<file path="src/rtl/seg7_result_display.sv">
// Four-digit multiplexed hex display for the processor result bus.
// New values are captured on load and swapped in only at frame boundaries, so digits never tear.
module seg7_result_display #(
  parameter int REFRESH_DIV = 100000,
  parameter int GUARD       = 16
) (
  input  logic        clk,
  input  logic        reset,
  input  logic [15:0] value,
  input  logic        load,
  input  logic        blank_en,
  output logic [3:0]  an,
  output logic [6:0]  seg,
  output logic [1:0]  digit_idx,
  output logic        frame_tick
);

  localparam int CNT_W = (REFRESH_DIV > 2) ? $clog2(REFRESH_DIV) : 1;
  localparam logic [CNT_W-1:0] CNT_MAX   = CNT_W'(REFRESH_DIV - 1);
  localparam logic [CNT_W-1:0] GUARD_END = CNT_W'(GUARD);
  localparam logic [6:0]       SEG_OFF   = 7'h7F;

  logic [CNT_W-1:0] cnt_q, cnt_d;
  logic [1:0]       idx_q, idx_d;
  logic [15:0]      pending_q, pending_d;
  logic             pending_valid_q, pending_valid_d;
  logic [15:0]      disp_q, disp_d;
  logic [3:0]       an_q, an_d;
  logic [6:0]       seg_q, seg_d;
  logic [1:0]       digit_idx_q, digit_idx_d;
  logic             frame_tick_q, frame_tick_d;

  logic             slot_end;
  logic             boundary;
  logic [3:0]       nibble;
  logic             blanked;

  function automatic logic [6:0] hex_font(input logic [3:0] h);
    logic [6:0] s;
    case (h)
      4'h0: s = 7'h40;
      4'h1: s = 7'h79;
      4'h2: s = 7'h24;
      4'h3: s = 7'h30;
      4'h4: s = 7'h19;
      4'h5: s = 7'h12;
      4'h6: s = 7'h02;
      4'h7: s = 7'h78;
      4'h8: s = 7'h00;
      4'h9: s = 7'h10;
      4'hA: s = 7'h08;
      4'hB: s = 7'h03;
      4'hC: s = 7'h46;
      4'hD: s = 7'h21;
      4'hE: s = 7'h06;
      default: s = 7'h0E;
    endcase
    return s;
  endfunction

  assign slot_end = (cnt_q == CNT_MAX);
  assign boundary = slot_end && (idx_q == 2'd3);

  always_comb begin
    nibble  = disp_q[3:0];
    blanked = 1'b0;
    case (idx_q)
      2'd0: nibble = disp_q[3:0];
      2'd1: begin
        nibble  = disp_q[7:4];
        blanked = blank_en && (disp_q[15:4] == 12'h000);
      end
      2'd2: begin
        nibble  = disp_q[11:8];
        blanked = blank_en && (disp_q[15:8] == 8'h00);
      end
      default: begin
        nibble  = disp_q[15:12];
        blanked = blank_en && (disp_q[15:12] == 4'h0);
      end
    endcase
  end

  // A load on the boundary cycle bypasses pending so the newest value is never held back a frame.
  always_comb begin
    cnt_d           = slot_end ? '0 : cnt_q + 1'b1;
    idx_d           = slot_end ? idx_q + 2'd1 : idx_q;
    pending_d       = pending_q;
    pending_valid_d = pending_valid_q;
    disp_d          = disp_q;
    if (load) begin
      pending_d = value;
      if (boundary) begin
        disp_d          = value;
        pending_valid_d = 1'b0;
      end else begin
        pending_valid_d = 1'b1;
      end
    end else if (boundary && pending_valid_q) begin
      disp_d          = pending_q;
      pending_valid_d = 1'b0;
    end

    digit_idx_d  = idx_q;
    an_d         = (cnt_q < GUARD_END) ? 4'hF : ~(4'b0001 << idx_q);
    seg_d        = blanked ? SEG_OFF : hex_font(nibble);
    frame_tick_d = boundary;
  end

  always_ff @(posedge clk or negedge reset) begin
    if (!reset) begin
      cnt_q           <= '0;
      idx_q           <= 2'd0;
      pending_q       <= 16'h0000;
      pending_valid_q <= 1'b0;
      disp_q          <= 16'h0000;
      an_q            <= 4'hF;
      seg_q           <= SEG_OFF;
      digit_idx_q     <= 2'd0;
      frame_tick_q    <= 1'b0;
    end else begin
      cnt_q           <= cnt_d;
      idx_q           <= idx_d;
      pending_q       <= pending_d;
      pending_valid_q <= pending_valid_d;
      disp_q          <= disp_d;
      an_q            <= an_d;
      seg_q           <= seg_d;
      digit_idx_q     <= digit_idx_d;
      frame_tick_q    <= frame_tick_d;
    end
  end

  assign an         = an_q;
  assign seg        = seg_q;
  assign digit_idx  = digit_idx_q;
  assign frame_tick = frame_tick_q;

endmodule

</file>
<file path="config.mk">
export PLATFORM = sky130hd
export DESIGN_NAME = seg7_result_display
export DESIGN_NICKNAME = d
export VERILOG_FILES = /design/src/rtl/seg7_result_display.sv
export SDC_FILE = /design/constraint.sdc
export NUM_CORES = 1
export LEC_CHECK = 0
export BUFFER_PORTS_ARGS = -buffer_cell sky130_fd_sc_hd__buf_2
export CAP_MARGIN = 15
export CORE_ASPECT_RATIO = 1.5
export CORE_MARGIN = 5
export CORE_UTILIZATION = 50
export DETAILED_ROUTE_END_ITERATION = 10
export PLACE_DENSITY = 0.75
export RECOVER_POWER = 25
export SKIP_CTS_REPAIR_TIMING = 1
export SLEW_MARGIN = 10
export SYNTH_ARGS = -nofsm -noshare
export SYNTH_HDL_FRONTEND = slang
export SYNTH_SLANG_ARGS = --single-unit
export TNS_END_PERCENT = 30
</file>
<file path="constraint.sdc">
create_clock -name clk -period 2.97 [get_ports clk]
set_input_delay 0.1485 -clock clk [delete_from_list [all_inputs] [get_ports clk]]
set_output_delay 0.1485 -clock clk [all_outputs]
set_load 0.01 [all_outputs]
</file>
== Yosys cells after proc, flatten, opt, wreduce, memory -nomap -nowiden ==
Memory sizes are Yosys's and may differ from the RTL's.
Cells that the tools add are included.

* Register bits after elaboration: 66
* Bits in latches: 0
* Bits in writable memories: 0
* Bits in read-only memories: 112
* Output and inout port bits: 14
* Logic and storage cells: 42
* Memories kept: 1

* Add/subtract/negate cells: 2
* Multipliers: 0
* Divide/modulo/power cells: 0
* Magnitude comparators: 1
* Equality and inequality tests: 5
* Shift-type cells: 1
* Mux-type cells: 11
* Bitwise gates (word level): 1
* Reductions and logical operators: 11

{| class="wikitable"
|+ Memories
! name !! depth !! bits a word !! read ports !! clocked after memory_dff !! write ports !! RTL line !! text
|-
| (name not given) || 16 || 7 || 1 || 0 || 0 || 40 || <nowiki>case (h)</nowiki>
|}

{| class="wikitable"
|+ Operator list
! operator !! count
|-
| 16-bit 2-to-1 mux || 3
|-
| 17-bit by 1-bit adder with 17-bit output (second input constant) || 1
|-
| 17-bit equality test (second input constant) || 1
|-
| 17-bit by 5-bit < comparator with 1-bit output (second input constant) || 1
|-
| 17-bit 2-to-1 mux || 1
|-
| 12-bit logical NOT || 1
|-
| 4-bit one-hot mux with 3 select lines || 1
|-
| 8-bit logical NOT || 1
|-
| 7-bit 2-to-1 mux || 1
|-
| 1-bit logical AND || 5
|-
| 2-bit equality test (second input constant) || 2
|-
| 4-bit logical NOT || 1
|-
| 4-bit 2-to-1 mux || 1
|-
| 4-bit NOT || 1
|-
| 1-bit by 2-bit << shifter with 4-bit output (first input constant) || 1
|-
| 1-bit 2-to-1 mux || 3
|-
| 1-bit one-hot mux with 3 select lines || 1
|-
| 2-bit by 1-bit adder with 2-bit output (second input constant) || 1
|-
| 2-bit by 1-bit equality test with 1-bit output (second input constant) || 1
|-
| 2-bit logical NOT || 1
|-
| 2-bit by 1-bit != test with 1-bit output (second input constant) || 1
|-
| 2-bit AND reduction || 1
|-
| 2-bit nonzero test || 1
|}

== Longest topological paths before layout ==
Gate-level depths: netlist (run 1).

* Depth after elaboration: 5
* Mapped depth: 11
* Mapped depth without buffers: 11

== Worst setup path after synthesis (run 1) ==
No wires, ideal clock.

* Path kind: reg-to-reg
* Start: register idx_q[0], in the netlist digit_idx_d[0]
* End: register seg_q[3], in the netlist seg[3]
* Arrival: 1.995 ns
* Required time: 2.877 ns
* Slack: 0.882 ns
* Cell stages (with the launch flop): 11
* Clock period less this slack: 2.088 ns
* Cell sequence: dfrtp_1 -> inv_1 -> ha_1 -> a222oi_1 -> nand2_1 -> o21ai_0 -> inv_1 -> ha_1 -> a21o_1 -> a21oi_1 -> o21ai_0

* Longest elaborated chain between the ends: 4

{| class="wikitable"
|+ Ends and longest elaborated chain
! item !! RTL line !! text
|-
| start: declaration || 24 || <nowiki>logic [1:0] idx_q, idx_d;</nowiki>
|-
| start signal: assignment || 123 || <nowiki>idx_q <= idx_d;</nowiki>
|-
| 2-bit equality test (tied with other cells) || 67 || <nowiki>case (idx_q)</nowiki>
|-
| 4-bit one-hot mux with 3 select lines || 67 ||
|-
| memory read 16 x 7 bit || - ||
|-
| 7-bit 2-to-1 mux (*) || 106 || <nowiki>seg_d = blanked ? SEG_OFF : hex_font(nibble);</nowiki>
|-
| net seg_d[3] || 29 || <nowiki>logic [6:0] seg_q, seg_d;</nowiki>
|-
| end signal: assignment || 128 || <nowiki>seg_q <= seg_d;</nowiki>
|-
| end: declaration || 29 ||
|}

Mark *: on every way through the listed nets, which the timed path passes. The rest lies on a longest branch.
A chain may end at the register's enable or synchronous reset.

== Worst setup path in the final report (run 1) ==
* Start: register idx_q[1], in the netlist digit_idx_d[1]
* End: register seg_q[5], in the netlist seg[5]

Same word-level chain as after synthesis.

==> results of run 1 <==
## cell usage after synthesis (2+ instances only)
master	count
clkbuf_1	2
mux2i_1	2
ha_1	12
xor2_1	7
nand4_1	4
a21oi_1	5
o21ai_0	6
and2_1	2
o211ai_1	3
nor2b_1	4
nor2_1	14
a222oi_1	3
inv_1	9
nor3_1	5
dfstp_2	11
mux2_2	23
a22oi_1	2
a22o_1	3
dfrtp_1	55
xnor2_1	8
nand3_1	9
or4_1	3
nor4_1	3
nand2_1	16
and3_1	3
mux2_4	10
## state kept, by name (all words and copies together) (netlist names)
name and count:
frame_tick 1, digit_idx 2, pending_valid_q 1, digit_idx_d 2
cnt_q 17, seg 7, an 4, pending_q 16
disp_q 16
## worst min-delay path by stage
stage	start	to	slack [ns]	cells past startpoint
2_1_floorplan	reset	cnt_q[0]	-0.15	0
3_3_place_gp	reset	pending_q[14]	0.23	1
3_5_place_dp	reset	pending_q[14]	0.24	1
4_1_cts	reset	pending_q[14]	-0.12	1
5_1_grt	value[13]	pending_q[13]	0.06	2
6_report	value[4]	pending_q[4]	0.06	2
## area by class of cell
class	count	area (um2)	share of cell area (%)
Tap cell	72	90.1	2.62
Inverter	9	33.8	0.982
Clock buffer	12	145	4.22
Sequential cell	66	1670	48.4
Clock inverter	3	40.0	1.16
Timing Repair Buffer	36	188	5.46
Multi-Input combinational cell	157	1280	37.1
## power by group
part           total, mW  switching (mW)  internal, mW
registers          0.927         0.00530         0.921
logic             0.0648          0.0363        0.0284
clock network      0.711           0.308         0.404
## placed cells by master (no fill, tap or decap), types with 2 or more instances in the layout
cell / Yosys / routed
a21oi_1: 5 / 5
a222oi_1: 3 / 3
a22o_1: 3 / 3
a22oi_1: 2 / 2
and2_1: 2 / 2
and3_1: 3 / 3
buf_2: 1 / 31
buf_4: 0 / 2
clkbuf_1: 2 / 4
clkbuf_8: 0 / 10
clkinv_2: 0 / 2
dfrtp_1: 55 / 55
dfstp_2: 11 / 11
ha_1: 12 / 12
inv_1: 9 / 9
mux2_1: 0 / 6
mux2_2: 23 / 17
mux2_4: 10 / 10
mux2i_1: 2 / 2
nand2_1: 16 / 16
nand3_1: 9 / 9
nand4_1: 4 / 4
nor2_1: 14 / 14
nor2b_1: 4 / 4
nor3_1: 5 / 5
nor4_1: 3 / 3
o211ai_1: 3 / 3
o21ai_0: 6 / 6
or4_1: 3 / 3
xnor2_1: 8 / 8
xor2_1: 7 / 7
## per-layer routing
metal,share of wire (%),up-vias,track usage (%)
li1,-,917,-
met1,39,958,18.3
met2,56,46,28.2
met3,4.1,7,4.71
met4,1.4,0,6.09
met5,0,-,0
## through the flow
step | utilization, % | hold slack [ns] | instances | setup slack, ns | cell area [um2]
finish | 59.0 | 0.0593 | 355 | 0.552 | 3440
global route | 59.0 | 0.0609 | 355 | 0.274 | 3440
CTS | 58.9 | -0.124 | 354 | 0.551 | 3430
detailed placement | 55.7 | 0.238 | 339 | 0.575 | 3250
global placement | 55.7 | 0.231 | 339 | 0.653 | 3250
floorplan | - | -0.147 | 237 | 0.882 | 3000
## cell families after synthesis
family / Yosys count / synth area share [%]
buffers and inverters: 14 / 2.04
muxes: 35 / 14.3
DFF: 66 / 55.4
AOI/OAI and AO/OA: 26 / 6.04
xor gates and xnor gates: 15 / 4.37
adders and majority gates: 12 / 5.00
and+or+nand+nor: 69 / 12.8
## worst max-delay path, stage by stage, from the launching register on
cell and delay [ns]:
dfrtp_1 0.42, inv_1 0.10, ha_1 0.26, a222oi_1 0.39, nand2_1 0.08, o21ai_0 0.28
inv_1 0.19, ha_1 0.28, inv_1 0.08, mux2i_1 0.07, nand2_1 0.11, nand3_1 0.07
==> flow_metrics.tcl, run 1 <==
set metrics [dict create \
    vias_per_cell 5.43 \
    numCtsBuffers 9 \
    timing.setup.tns_ns 0 \
    path_class "flop to flop" \
    rsz0062_at_grt "false" \
    h-tree-depth 3 \
    drt-wirelength-per-cell_um 15.7 \
    synth-seq-area-share_pct 55.4 \
    syn_inst 237 \
    first_global_vias 2044 \
    dp_hpwl_um 4080 \
    cap_violations 1 \
    period_minus_slack_ns 2.42 \
    grt_max_degree 35 \
    slew_headroom_pct -12.2 \
    outcome "complete, but fails checks" \
    setup_viol 0 \
    r2r-start "digit_idx_d[1]" \
    postSynthAreaPerCell_um2 12.7 \
    p_per_area_nw_per_um2 495 \
    ys_ff_latch 66 \
    endpoint_kind "flop" \
    diodes 0 \
    gp_congestion 0.851 \
    area_growth_pct 14.5 \
    vias 1928 \
    startpoint "digit_idx_d[1]" \
    ant_nets 0 \
    antenna_found_initial 0 \
    worstPathRequired_ns 3.22 \
    drive_gt1_share_pct 31.8 \
    power_mw 1.70 \
    synth_edf_count 0 \
    ctsRootBufferMaster "clkbuf_8" \
    grtUsageTotal_pct 16.2 \
    skew_ns 0.0126 \
    fin_crit_sh_pct 81.4 \
    endpoint "seg[5]" \
    grt_pass1_wl_um 9560 \
    grt_overflow 0 \
    synth_largest_area_cell "dfrtp_1" \
    ys_warn_count 0 \
    clk_latency_ns 0.34 \
    synth_top_area_share_pct 45.8 \
    worstPathArrival_ns 2.67 \
    drt-total-wl_um 5580 \
    nets 311 \
    maxSlewViolCount 34 \
    rr_worst_depth 11 \
    initial_core_util_pct 51.5 \
    io_buffers 33 \
    synth_nets 269 \
    die_w_um 73.3 \
    async_flop_share_pct 100 \
    clockBufferDepth 2 \
    leakage_nw 1.70 \
    dieArea_um2 7690 \
    worstPathMaxFanout 7 \
    synthTopCellsByArea "dfrtp_1 (46%), dfstp_2 (9.6%), mux2_2 (8.6%)" \
    r2r_slack_ns 0.55 \
    drt_iter0_markers 133 \
    regToRegEndpoint "seg[5]" \
    mappedNetlistArea_um2 3000 \
    rows 34 \
    max_slew.worst_pin.slew_ns 1.68 \
    hold_viol_final 0 \
    die_h_um 105 \
    boundaryPins 34 \
    drc_errors 0 \
    max_freq_mhz 414 \
    startpoint_type "flop" \
    cts_tree "yes" \
    yosysUniqueCellTypes 39 \
    peakVddDrop_v 0.000239 \
    ys.flop_type "dfrtp_1" \
    dr.pass1.iters 4 \
    fill_cells 473 \
    core_um2 5830 \
    violations "max-capacitance violations, max-slew violations" \
    path_clk_slew_ns 0.07 \
    hold_class "primary input to flop" \
    cts.sinks 66 \
]
No activity file was read; power rests on OpenSTA's default activity.
==> run 2, diff against run 1 <==
--- a/config.mk
+++ b/config.mk
@@ -5,13 +5,14 @@
 export SDC_FILE = /design/constraint.sdc
 export NUM_CORES = 1
 export LEC_CHECK = 0
+export ABC_AREA = 1
 export BUFFER_PORTS_ARGS = -buffer_cell sky130_fd_sc_hd__buf_2
 export CAP_MARGIN = 15
 export CORE_ASPECT_RATIO = 1.5
 export CORE_MARGIN = 5
 export CORE_UTILIZATION = 50
 export DETAILED_ROUTE_END_ITERATION = 10
-export PLACE_DENSITY = 0.75
+export PLACE_DENSITY = 0.77
 export RECOVER_POWER = 25
 export SKIP_CTS_REPAIR_TIMING = 1
 export SLEW_MARGIN = 10
==> constraint.sdc (replaced) <==
create_clock -name clk -period 2 [get_ports clk]
set_input_delay 0.1 -clock clk [delete_from_list [all_inputs] [get_ports clk]]
set_output_delay 0.1 -clock clk [all_outputs]
set_load 0.01 [all_outputs]
==> flow_metrics.tcl, run 2 <==
set metrics [dict create \
    outcome "complete, but fails checks" \
    violations "negative hold slack" \
    core_um2 6530 \
    worstPathArrival_ns 2.13 \
    min_from "value[9]" \
    largest_reg_flops 17 \
    skew_ns 0.00492 \
    cts_tree "yes" \
    grt_overflow 0 \
    setup_viol 0 \
    vias_per_cell 5.14 \
    regToRegEndpoint "seg[6]" \
    fin_crit_sh_pct 92.9 \
    synth-seq-area-share_pct 49.7 \
    numCtsBuffers 9 \
    path_buf_inv 1 \
    cts.sinks 66 \
    die_h_um 110 \
    r2r_slack_ns 0.14 \
    largestRegisters "cnt_q: 17 flops, disp_q: 16 flops, pending_q: 16 flops" \
    startpoint_type "flop" \
    final_cell_mix "nand2_1 (162), dfrtp_1 (54), inv_1 (36), buf_2 (33), nor2_1 (30)" \
    h-tree-depth 3 \
    ant_nets 0 \
    drc_errors 0 \
    diodes 0 \
    rsz0062_at_grt "true" \
    grtUsageTotal_pct 18.8 \
    yosys.cell_count.top_type "nand2_1" \
    io_buffers 33 \
    hold_class "primary input to flop" \
    ys_ff_latch 66 \
    grt_pass1_wl_um 12500 \
    synth_largest_area_cell "dfrtp_1" \
    critPathMostFrequentCell "nand2_1" \
    vias 2764 \
    p_per_area_nw_per_um2 700 \
    path_class "flop to flop" \
    yosysUniqueCellTypes 29 \
    synth_top_area_share_pct 41.0 \
    use_met1_pct 21.4 \
    worstPathMaxFanout 6 \
    worstPathRequired_ns 2.27 \
    first_global_vias 2731 \
    synth_nets 443 \
    max_slew.worst_pin.slew_ns 0.525 \
    layout_commonest_cell "nand2_1" \
    clockBufferDepth 2 \
    cap_violations 0 \
    grt.busiest_layer "met2" \
    startpoint "digit_idx_d[0]" \
    clk_latency_ns 0.35 \
    rr_worst_depth 10 \
    hold_viol_final 12 \
    rows 36 \
    dr.pass1.iters 4 \
    grt_use_met2_pct 32.4 \
    path_clk_slew_ns 0.07 \
    drive_gt1_share_pct 19.9 \
    top_register "cnt_q" \
    grtUsageMet3_pct 3.01 \
    dp_hpwl_um 5400 \
    slew_headroom_pct 65.0 \
    grt_max_degree 27 \
    leakage_nw 2.10 \
    post-place-ws_ns 0.0581 \
    async_flop_share_pct 100 \
    max_freq_mhz 538 \
    endpoint_kind "flop" \
    ctsRootBufferMaster "clkbuf_8" \
    antenna_found_initial 0 \
    crit_family "simple AND/OR/NAND/NOR gates" \
    peakVddDrop_v 0.000407 \
    maxSlewViolCount 0 \
    synth_edf_count 0 \
    dieArea_um2 8480 \
    synthTopCellsByArea "dfrtp_1 (41%), nand2_1 (18%), dfstp_2 (8.6%)" \
    gp_congestion 0.942 \
    ys.flop_type "dfrtp_1" \
    area_growth_pct 15.7 \
    drt_iter0_markers 138 \
    r2r-start "digit_idx_d[0]" \
    holdPathEnd "pending_q[9]" \
    initial_core_util_pct 51.3 \
    max_stage_delay_ns 0.45 \
    mappedNetlistArea_um2 3350 \
    hold_path_depth 3 \
    post-route-worst-setup-slack_ns 0.141 \
    cp_slowest_cell "dfrtp_2" \
    netlist_top_cells_count "nand2_1 (162), dfrtp_1 (55), inv_1 (36)" \
    whs_ns -0.0242 \
    syn_inst 411 \
    die_w_um 76.9 \
    drt-wirelength-per-cell_um 13.2 \
    nets 489 \
    period_minus_slack_ns 1.86 \
    boundaryPins 34 \
    crit_path_cell_trace "ha_1, inv_1, nand2_1, nor2_1, nor2_2, ha_1, nand3_1, nand2_1, nand2_1, nand3_1" \
    drt-total-wl_um 7130 \
    ys_warn_count 0 \
    postSynthAreaPerCell_um2 8.16 \
]
run 2: changes by cell type after synthesis, moves of 5 or more:
cell     delta
nand2_1   +146
inv_1      +27
mux2_2     -23
nor2_1     +19
nand4_1    +18
nand3_1    +17
mux2_4     -10
xnor2_1     -8
buf_6       +5
run 2: power breakdown:
group          leakage [nW]  internal [mW]  switching [mW]
registers             0.833           1.36         0.00752
clock network         0.109          0.732           0.511
logic                  1.15         0.0367          0.0651
total                  2.10           2.13           0.584
run 2: worst max path at each step:
stage	to	slack (ns)	cells after the start
global placement	seg[3]	0.14	9
finish	seg[6]	0.14	10
global route	seg[5]	-0.08	10
CTS	seg[0]	0.04	9
detailed placement	seg[0]	0.06	9
floorplan	seg[3]	0.21	8
run 2: layer usage:
metal,vias to the layer above,routed length [um]
met5,-,0
met4,0,263
met3,22,257
met2,65,3630
met1,1285,2980
li1,1392,-
run 2: cell type report:
class,instances,area (um2)
Inverter,39,146
Tap cell,76,95.1
Sequential cell,66,1670
Timing Repair Buffer,45,278
Clock buffer,11,141
Multi-Input combinational cell,296,1480
Fill cell,585,2650
Clock inverter,5,77.6
run 2: logic make-up (layout without fill, tap and decap cells):
| family | count (synthesis) | count (layout) | share of synthesized area, % |
|---|---|---|---|
| adder cells (fa/ha/maj) | 12 | 12 | 4.48 |
| AND/OR/NAND/NOR | 266 | 266 | 35.0 |
| AO/OA/AOI/OAI | 11 | 11 | 2.05 |
| XOR/XNOR | 7 | 7 | 1.83 |
| flip-flops | 66 | 66 | 49.7 |
| buffers and inverters | 49 | 100 | 7.01 |
run 2: worst reg2reg max path: cells and delay by family, from the launching register on:
family,cells,cell delay [ns]
flip-flops,1,0.45
adder cells (fa/ha/maj),2,0.43
AND/OR/NAND/NOR,7,0.75
buffers and inverters,1,0.16
run 2: through the flow:
stage	TNS, ns	power (mW)	area [um2]	cells	utilization, %
2_1_floorplan	0	1.43	3350	411	-
3_3_place_gp	0	1.49	3600	518	55.1
3_5_place_dp	0	1.50	3600	518	55.1
4_1_cts	0	2.73	3820	534	58.4
5_1_grt	-0.163	2.82	3880	538	59.4
6_report	0	2.72	3880	538	59.4
